[config.mk]
export PLATFORM = sky130hd
export DESIGN_NAME = tdc_hit_scheduler
export DESIGN_NICKNAME = d
export VERILOG_FILES = /design/src/rtl/tdc_hit_scheduler.sv
export SDC_FILE = /design/constraint.sdc
export NUM_CORES = 1
export LEC_CHECK = 0
export BUFFER_PORTS_ARGS = -buffer_cell sky130_fd_sc_hd__buf_2
export CELL_PAD_IN_SITES_DETAIL_PLACEMENT = 0
export CELL_PAD_IN_SITES_GLOBAL_PLACEMENT = 1
export CORE_UTILIZATION = 48
export CTS_CLUSTER_DIAMETER = 80
export DETAILED_ROUTE_END_ITERATION = 10
export PLACE_DENSITY_LB_ADDON = 0.15
export SLEW_MARGIN = 20
export SYNTH_ARGS = -nofsm -noshare
export SYNTH_HDL_FRONTEND = slang
export SYNTH_SLANG_ARGS = --single-unit
[constraint.sdc]
create_clock -name CLK -period 10.2 [get_ports CLK]
set_input_delay 0.51 -clock CLK [delete_from_list [all_inputs] [get_ports CLK]]
set_output_delay 0.51 -clock CLK [all_outputs]
set_load 0.02 [all_outputs]
[src/rtl/tdc_hit_scheduler.sv]
// TDC hit scheduler: tags per-channel hits with channel and coarse time, then arbitrates
// them round-robin into a shared first-word-fall-through output FIFO.
module tdc_hit_scheduler #(
  parameter int NCH   = 4,
  parameter int CW    = 16,
  parameter int DEPTH = 16
) (
  input  logic                          CLK,
  input  logic                          RSTb,
  input  logic                          CLEAR,
  input  logic                          ENABLE,
  input  logic                          COARSE_TICK,
  input  logic [NCH*8-1:0]              TIME,
  input  logic [NCH-1:0]                TIME_VALID,
  output logic [$clog2(NCH)+CW+8-1:0]   DOUT,
  output logic                          DOUT_VALID,
  input  logic                          DOUT_RD,
  output logic                          FIFO_FULL,
  output logic [15:0]                   LOST_CNT,
  output logic                          OVF
);

  localparam int CHW = $clog2(NCH);
  localparam int AW  = $clog2(DEPTH);
  localparam int WW  = CHW + CW + 8;

  typedef logic [WW-1:0] word_t;

  logic [CW-1:0]  coarse;
  logic [NCH-1:0] pending;
  logic [7:0]     fine_q   [NCH];
  logic [CW-1:0]  coarse_q [NCH];
  logic [CHW-1:0] last_grant;
  word_t          mem [DEPTH];
  logic [AW:0]    wr_ptr, rd_ptr;

  logic           fifo_empty, fifo_full, rd_en;
  logic           grant_vld;
  logic [CHW-1:0] grant_idx, cand;
  logic [NCH-1:0] cap, drop, latch;
  logic [4:0]     drop_cnt;
  logic [16:0]    lost_sum;

  // Extra pointer MSB distinguishes full from empty when the index bits match.
  assign fifo_empty = (wr_ptr == rd_ptr);
  assign fifo_full  = (wr_ptr[AW] != rd_ptr[AW]) && (wr_ptr[AW-1:0] == rd_ptr[AW-1:0]);
  assign rd_en      = DOUT_RD & ~fifo_empty;

  // Round-robin search starting just after the last granted channel.
  always_comb begin
    // NOTE: every always_comb output gets a default first so no path infers a latch.
    grant_vld = 1'b0;
    grant_idx = '0;
    cand      = '0;
    if (!fifo_full) begin
      for (int k = 1; k <= NCH; k++) begin
        cand = CHW'((int'(last_grant) + k) % NCH);
        if (!grant_vld && pending[cand]) begin
          grant_vld = 1'b1;
          grant_idx = cand;
        end
      end
    end
  end

  // A hit on a channel being granted this cycle refills it rather than dropping.
  always_comb begin
    cap      = '0;
    drop     = '0;
    latch    = '0;
    drop_cnt = '0;
    for (int i = 0; i < NCH; i++) begin
      cap[i]   = ENABLE & TIME_VALID[i];
      drop[i]  = cap[i] & pending[i] & ~(grant_vld && (grant_idx == CHW'(i)));
      latch[i] = cap[i] & ~drop[i];
      drop_cnt = drop_cnt + 5'(drop[i]);
    end
    lost_sum = {1'b0, LOST_CNT} + 17'(drop_cnt);
  end

  always_ff @(posedge CLK or negedge RSTb) begin
    if (!RSTb) begin
      coarse     <= '0;
      pending    <= '0;
      last_grant <= '0;
      wr_ptr     <= '0;
      rd_ptr     <= '0;
      LOST_CNT   <= '0;
      OVF        <= 1'b0;
    end else if (CLEAR) begin
      coarse     <= '0;
      pending    <= '0;
      last_grant <= '0;
      wr_ptr     <= '0;
      rd_ptr     <= '0;
      LOST_CNT   <= '0;
      OVF        <= 1'b0;
    end else begin
      // NOTE: state updates use non-blocking assignments so every register samples pre-edge values.
      if (COARSE_TICK) coarse <= coarse + 1'b1;
      for (int i = 0; i < NCH; i++) begin
        if (latch[i])
          pending[i] <= 1'b1;
        else if (grant_vld && (grant_idx == CHW'(i)))
          pending[i] <= 1'b0;
      end
      if (grant_vld) begin
        last_grant <= grant_idx;
        wr_ptr     <= wr_ptr + 1'b1;
      end
      if (rd_en) rd_ptr <= rd_ptr + 1'b1;
      LOST_CNT <= lost_sum[16] ? 16'hFFFF : lost_sum[15:0];
      if (|drop) OVF <= 1'b1;
    end
  end

  // NOTE: hit holding registers and FIFO storage are not reset; pending flags and pointers
  // already mark their contents as invalid.
  always_ff @(posedge CLK) begin
    for (int i = 0; i < NCH; i++) begin
      if (latch[i]) begin
        fine_q[i]   <= TIME[8*i +: 8];
        coarse_q[i] <= coarse;
      end
    end
    if (grant_vld)
      mem[wr_ptr[AW-1:0]] <= {grant_idx, coarse_q[grant_idx], fine_q[grant_idx]};
  end

  assign DOUT_VALID = ~fifo_empty;
  assign FIFO_FULL  = fifo_full;
  assign DOUT       = fifo_empty ? '0 : mem[rd_ptr[AW-1:0]];

endmodule

==> impl_metrics.xml <==
<?xml version="1.0" encoding="UTF-8"?>
<metrics>
  <group name="route">
    <metric name="met2_wirelength" unit="um">23500</metric>
    <metric name="route.antenna.remaining_nets" unit="">0</metric>
    <metric name="drt-total-wl" unit="um">46500</metric>
    <metric name="drt-pass1-iter-count" unit="">5</metric>
    <metric name="viasPerCell" unit="">5.63</metric>
    <metric name="route.detailed.drc" unit="">0</metric>
    <metric name="initialDrtViolationCount" unit="">767</metric>
    <metric name="wl_per_cell" unit="um">23.9</metric>
    <metric name="route.vias.total" unit="">11000</metric>
    <metric name="drt-met1-wl" unit="um">20300</metric>
    <metric name="routed-wl-met3" unit="um">1830</metric>
    <metric name="route.top_layer_used" unit="">met4</metric>
  </group>
  <group name="power">
    <metric name="post-layout-total-power" unit="mW">6.07</metric>
    <metric name="total_leakage_power" unit="nW">8.54</metric>
    <metric name="worst_ir_drop_vdd" unit="uV">152</metric>
    <metric name="power.density_cell_area" unit="nW/um^2">239</metric>
  </group>
  <group name="synthesis">
    <metric name="synth-edff-count" unit="">512</metric>
    <metric name="top_cells_by_area_in_the_synthesized_netlist" unit="">edfxtp_1 69%, mux4_2 13%, dfrtp_1 5.5%</metric>
    <metric name="synth_area_per_cell" unit="sq um">19.0</metric>
    <metric name="netlist-cell-type-count" unit="">44</metric>
    <metric name="synth_async_sr_flop_share" unit="%">8.73</metric>
    <metric name="synth.net_count" unit="">1217</metric>
    <metric name="postSynth.topFlopCell" unit="">edfxtp_1</metric>
    <metric name="cells_after_synth" unit="">1165</metric>
    <metric name="synth.ff_latch_count" unit="">561</metric>
    <metric name="synth_largest_type_area_fraction" unit="%">69.4</metric>
    <metric name="yosysWarningCount" unit="">0</metric>
    <metric name="seq_area_frac_synth" unit="%">75.0</metric>
    <metric name="yosys.area.top_type" unit="">edfxtp_1</metric>
    <metric name="post_synth_instance_area" unit="sq um">22100</metric>
  </group>
  <group name="sta">
    <metric name="tns" unit="ns">0</metric>
    <metric name="timing.final.max_slew_violations" unit="">0</metric>
    <metric name="fin_skew" unit="ns">0.0329</metric>
    <metric name="worst_slew_pin_slew" unit="ns">1.02</metric>
    <metric name="report.final.setup_viol" unit="">0</metric>
    <metric name="min_period_over_period" unit="%">47.0</metric>
    <metric name="period_minus_slack" unit="ns">4.79</metric>
    <metric name="achievable_freq" unit="MHz">209</metric>
    <metric name="final_hold_violation_count" unit="">0</metric>
    <metric name="grt_setup_unrepaired" unit="">false</metric>
    <metric name="slew_headroom" unit="%">32.0</metric>
  </group>
  <group name="cts">
    <metric name="cts_max_level" unit="">2</metric>
    <metric name="hold_buffers" unit="">0</metric>
    <metric name="clock_buffers_created_by_tritoncts" unit="">56</metric>
    <metric name="clk_root_buffer_cell" unit="">clkbuf_16</metric>
    <metric name="tritoncts" unit="">done</metric>
    <metric name="post-cts-setup-buffers" unit="">0</metric>
    <metric name="clk_latency" unit="ns">0.62</metric>
    <metric name="cts_num_sinks" unit="">561</metric>
    <metric name="cts_resized" unit="">0</metric>
    <metric name="cts.path.max_buffers" unit="">3</metric>
    <metric name="clkSlewWorstSetupHoldPaths" unit="ns">0.06</metric>
  </group>
  <group name="worst_setup_path">
    <metric name="rr_startpoint" unit="">rd_ptr[3]</metric>
    <metric name="worst-path-max-fanout" unit="">29</metric>
    <metric name="cell_with_the_biggest_individual_delay_on_the_critical_path" unit="">dfrtp_2</metric>
    <metric name="timing.critical_path.max_delay_family" unit="">simple AND/OR/NAND/NOR gates</metric>
    <metric name="critical_path_end" unit="">LOST_CNT[0]</metric>
    <metric name="critical_path.reg2reg.endpoint" unit="">LOST_CNT[0]</metric>
    <metric name="critical_path_cell_count" unit="">15</metric>
    <metric name="startpoint_type" unit="">flip-flop</metric>
    <metric name="reg2reg_depth" unit="">15</metric>
    <metric name="critical_path.endpoint_type" unit="">flip-flop</metric>
    <metric name="sequence_of_cells_on_the_critical_path" unit="">xnor2_1 &gt; and4_1 &gt; nand2_1 &gt; inv_1 &gt; o31ai_1 &gt; or2_2 &gt; fa_1 &gt; fa_1 &gt; inv_1 &gt; fa_1 &gt; nand3_1 &gt; nor2_1 &gt; nand2_1 &gt; or2_2 &gt; a21oi_1</metric>
    <metric name="setup.reg_to_reg.worst_slack" unit="ns">5.41</metric>
    <metric name="crit_buf_inv" unit="">2</metric>
    <metric name="cpPeakStageDelay" unit="ns">1.04</metric>
    <metric name="setup.worst_path.class" unit="">reg -&gt; reg</metric>
    <metric name="crit_startpoint" unit="">rd_ptr[3]</metric>
    <metric name="required" unit="ns">10.71</metric>
    <metric name="cpMostUsedCell" unit="">fa_1</metric>
    <metric name="crit_arrival" unit="ns">5.30</metric>
  </group>
  <group name="floorplanning">
    <metric name="die_x" unit="um">217</metric>
    <metric name="io_pins" unit="">87</metric>
    <metric name="design.core.area" unit="sq um">45500</metric>
    <metric name="number_of_core_rows" unit="">78</metric>
    <metric name="die_area" unit="sq um">47000</metric>
    <metric name="fp.dieH" unit="um">217</metric>
    <metric name="initial_utilization" unit="%">48.7</metric>
  </group>
  <group name="layout">
    <metric name="final.fill_count" unit="">3555</metric>
    <metric name="n_antenna_cell" unit="">0</metric>
    <metric name="utilization" unit="%">55.9</metric>
    <metric name="layout-drive-gt1-share" unit="%">28.8</metric>
    <metric name="num-nets-final" unit="">1348</metric>
    <metric name="area_growth_syn_to_layout" unit="%">14.8</metric>
    <metric name="layout.cells.most_common" unit="">edfxtp_1</metric>
    <metric name="most-common-layout-cells" unit="">512 x edfxtp_1, 130 x mux4_2, 125 x nand2_1</metric>
  </group>
  <group name="run">
    <metric name="drv.max_cap_violation_count" unit="">0</metric>
  </group>
  <group name="status">
    <metric name="outcome" unit="">finished, final reports clean</metric>
  </group>
  <group name="global_routing">
    <metric name="grt_pass1_vias" unit="">11500</metric>
    <metric name="gr-usage-all-layers" unit="%">20.5</metric>
    <metric name="gr-total-overflow" unit="">0</metric>
    <metric name="grt_start_max_net_pins" unit="">63</metric>
    <metric name="antenna_found_initial" unit="">1</metric>
    <metric name="wire_length_of_the_first_global_routing_pass" unit="um">70500</metric>
  </group>
  <group name="placed_design">
    <metric name="dp.final_hpwl" unit="um">24300</metric>
    <metric name="io_port_bufs" unit="">86</metric>
    <metric name="place_congestion" unit="">0.759</metric>
  </group>
  <group name="hold_path">
    <metric name="timing.hold.worst.class" unit="">in -&gt; async</metric>
  </group>
</metrics>
[area by class of cell]
type / count / area (sq um) / area share (%)
Clock inverter: 37 / 383 / 1.51
Inverter: 18 / 67.6 / 0.266
Sequential cell: 561 / 16600 / 65.4
Clock buffer: 69 / 1490 / 5.86
Tap cell: 600 / 751 / 2.95
Multi-Input combinational cell: 530 / 5360 / 21.1
Timing Repair Buffer: 129 / 753 / 2.96
[power by group]
part           internal (mW)  leakage, nW  switching, mW  total [mW]
sequential              2.73         5.34         0.0790        2.81
clock                   1.22        0.926          0.859        2.08
combinational          0.520         2.28          0.664        1.18
[worst reg2reg max path, stage by stage, from the launching register on]
cell and delay (ns):
dfrtp_2 1.04, xnor2_1 0.20, and4_1 0.28, nand2_1 0.12, inv_1 0.09, o31ai_1 0.37, or2_2 0.21, fa_1 0.44
fa_1 0.45, inv_1 0.08, fa_1 0.22, nand3_1 0.12, nor2_1 0.36, nand2_1 0.08, or2_2 0.43, a21oi_1 0.19
[worst min path at each step]
| stage | endpoint | slack, ns |
|---|---|---|
| 2_1_floorplan | LOST_CNT[0] | 0.21 |
| 3_3_place_gp | coarse_q[0][12] | 0.54 |
| 3_5_place_dp | LOST_CNT[14] | 0.54 |
| 4_1_cts | LOST_CNT[6] | 0.02 |
| 5_1_grt | fine_q[1][2] | 0.06 |
| 6_report | LOST_CNT[6] | 0.02 |
[flip-flops by register name, indices dropped and copies added (netlist names)]
register	flops
rd_ptr	5
fine_q	32
LOST_CNT	16
coarse_q	64
wr_ptr	5
OVF	1
coarse	16
pending	4
last_grant	2
mem	416
[kinds of logic (layout without fill, tap and decap cells)]
kind of cell	after synthesis	in the layout	synth area share (%)
xor gates and xnor gates	33	33	1.31
AOI/OAI and AO/OA	77	77	2.14
muxes	135	135	13.4
adders and majority gates	10	10	0.667
and+or+nand+nor	275	275	5.79
buffers and inverters	74	253	1.68
DFF	561	561	75.0
[per-stage QoR]
stage	hold slack, ns	cell area [sq um]	setup slack [ns]	instances
2_1_floorplan	0.214	22100	6.23	1165
3_3_place_gp	0.543	23500	5.54	1838
3_5_place_dp	0.539	23500	5.44	1838
4_1_cts	0.0227	25400	5.39	1944
5_1_grt	0.0588	25400	5.03	1944
6_report	0.0218	25400	5.41	1944
[synth_stat cells (2+ instances only)]
library cell and instances:
nor2_1 42, and4_1 2, mux2i_1 5, nand4_1 7
or2_2 3, buf_12 3, nand2_1 125, nor2b_1 4
dfrtp_1 49, buf_6 2, nand2b_1 4, nand3_1 14
mux4_2 130, buf_2 15, and3_1 31, and2_1 27
a21oi_1 26, o21ai_0 11, xnor2_1 12, inv_1 17
xor2_1 21, buf_1 4, fa_1 3, or3_1 6
edfxtp_1 512, ha_1 7, o21a_1 3, a31oi_1 25
clkbuf_1 31, o31ai_1 2, nor3_1 9
[metal layers]
metal / up-vias / GRT usage (%)
met5: - / 0
met4: 0 / 6.38
met3: 64 / 2.78
met2: 231 / 34.8
met1: 5779 / 27.8
li1: 4878 / -
Note: power is estimated with default switching activity, not from simulation.
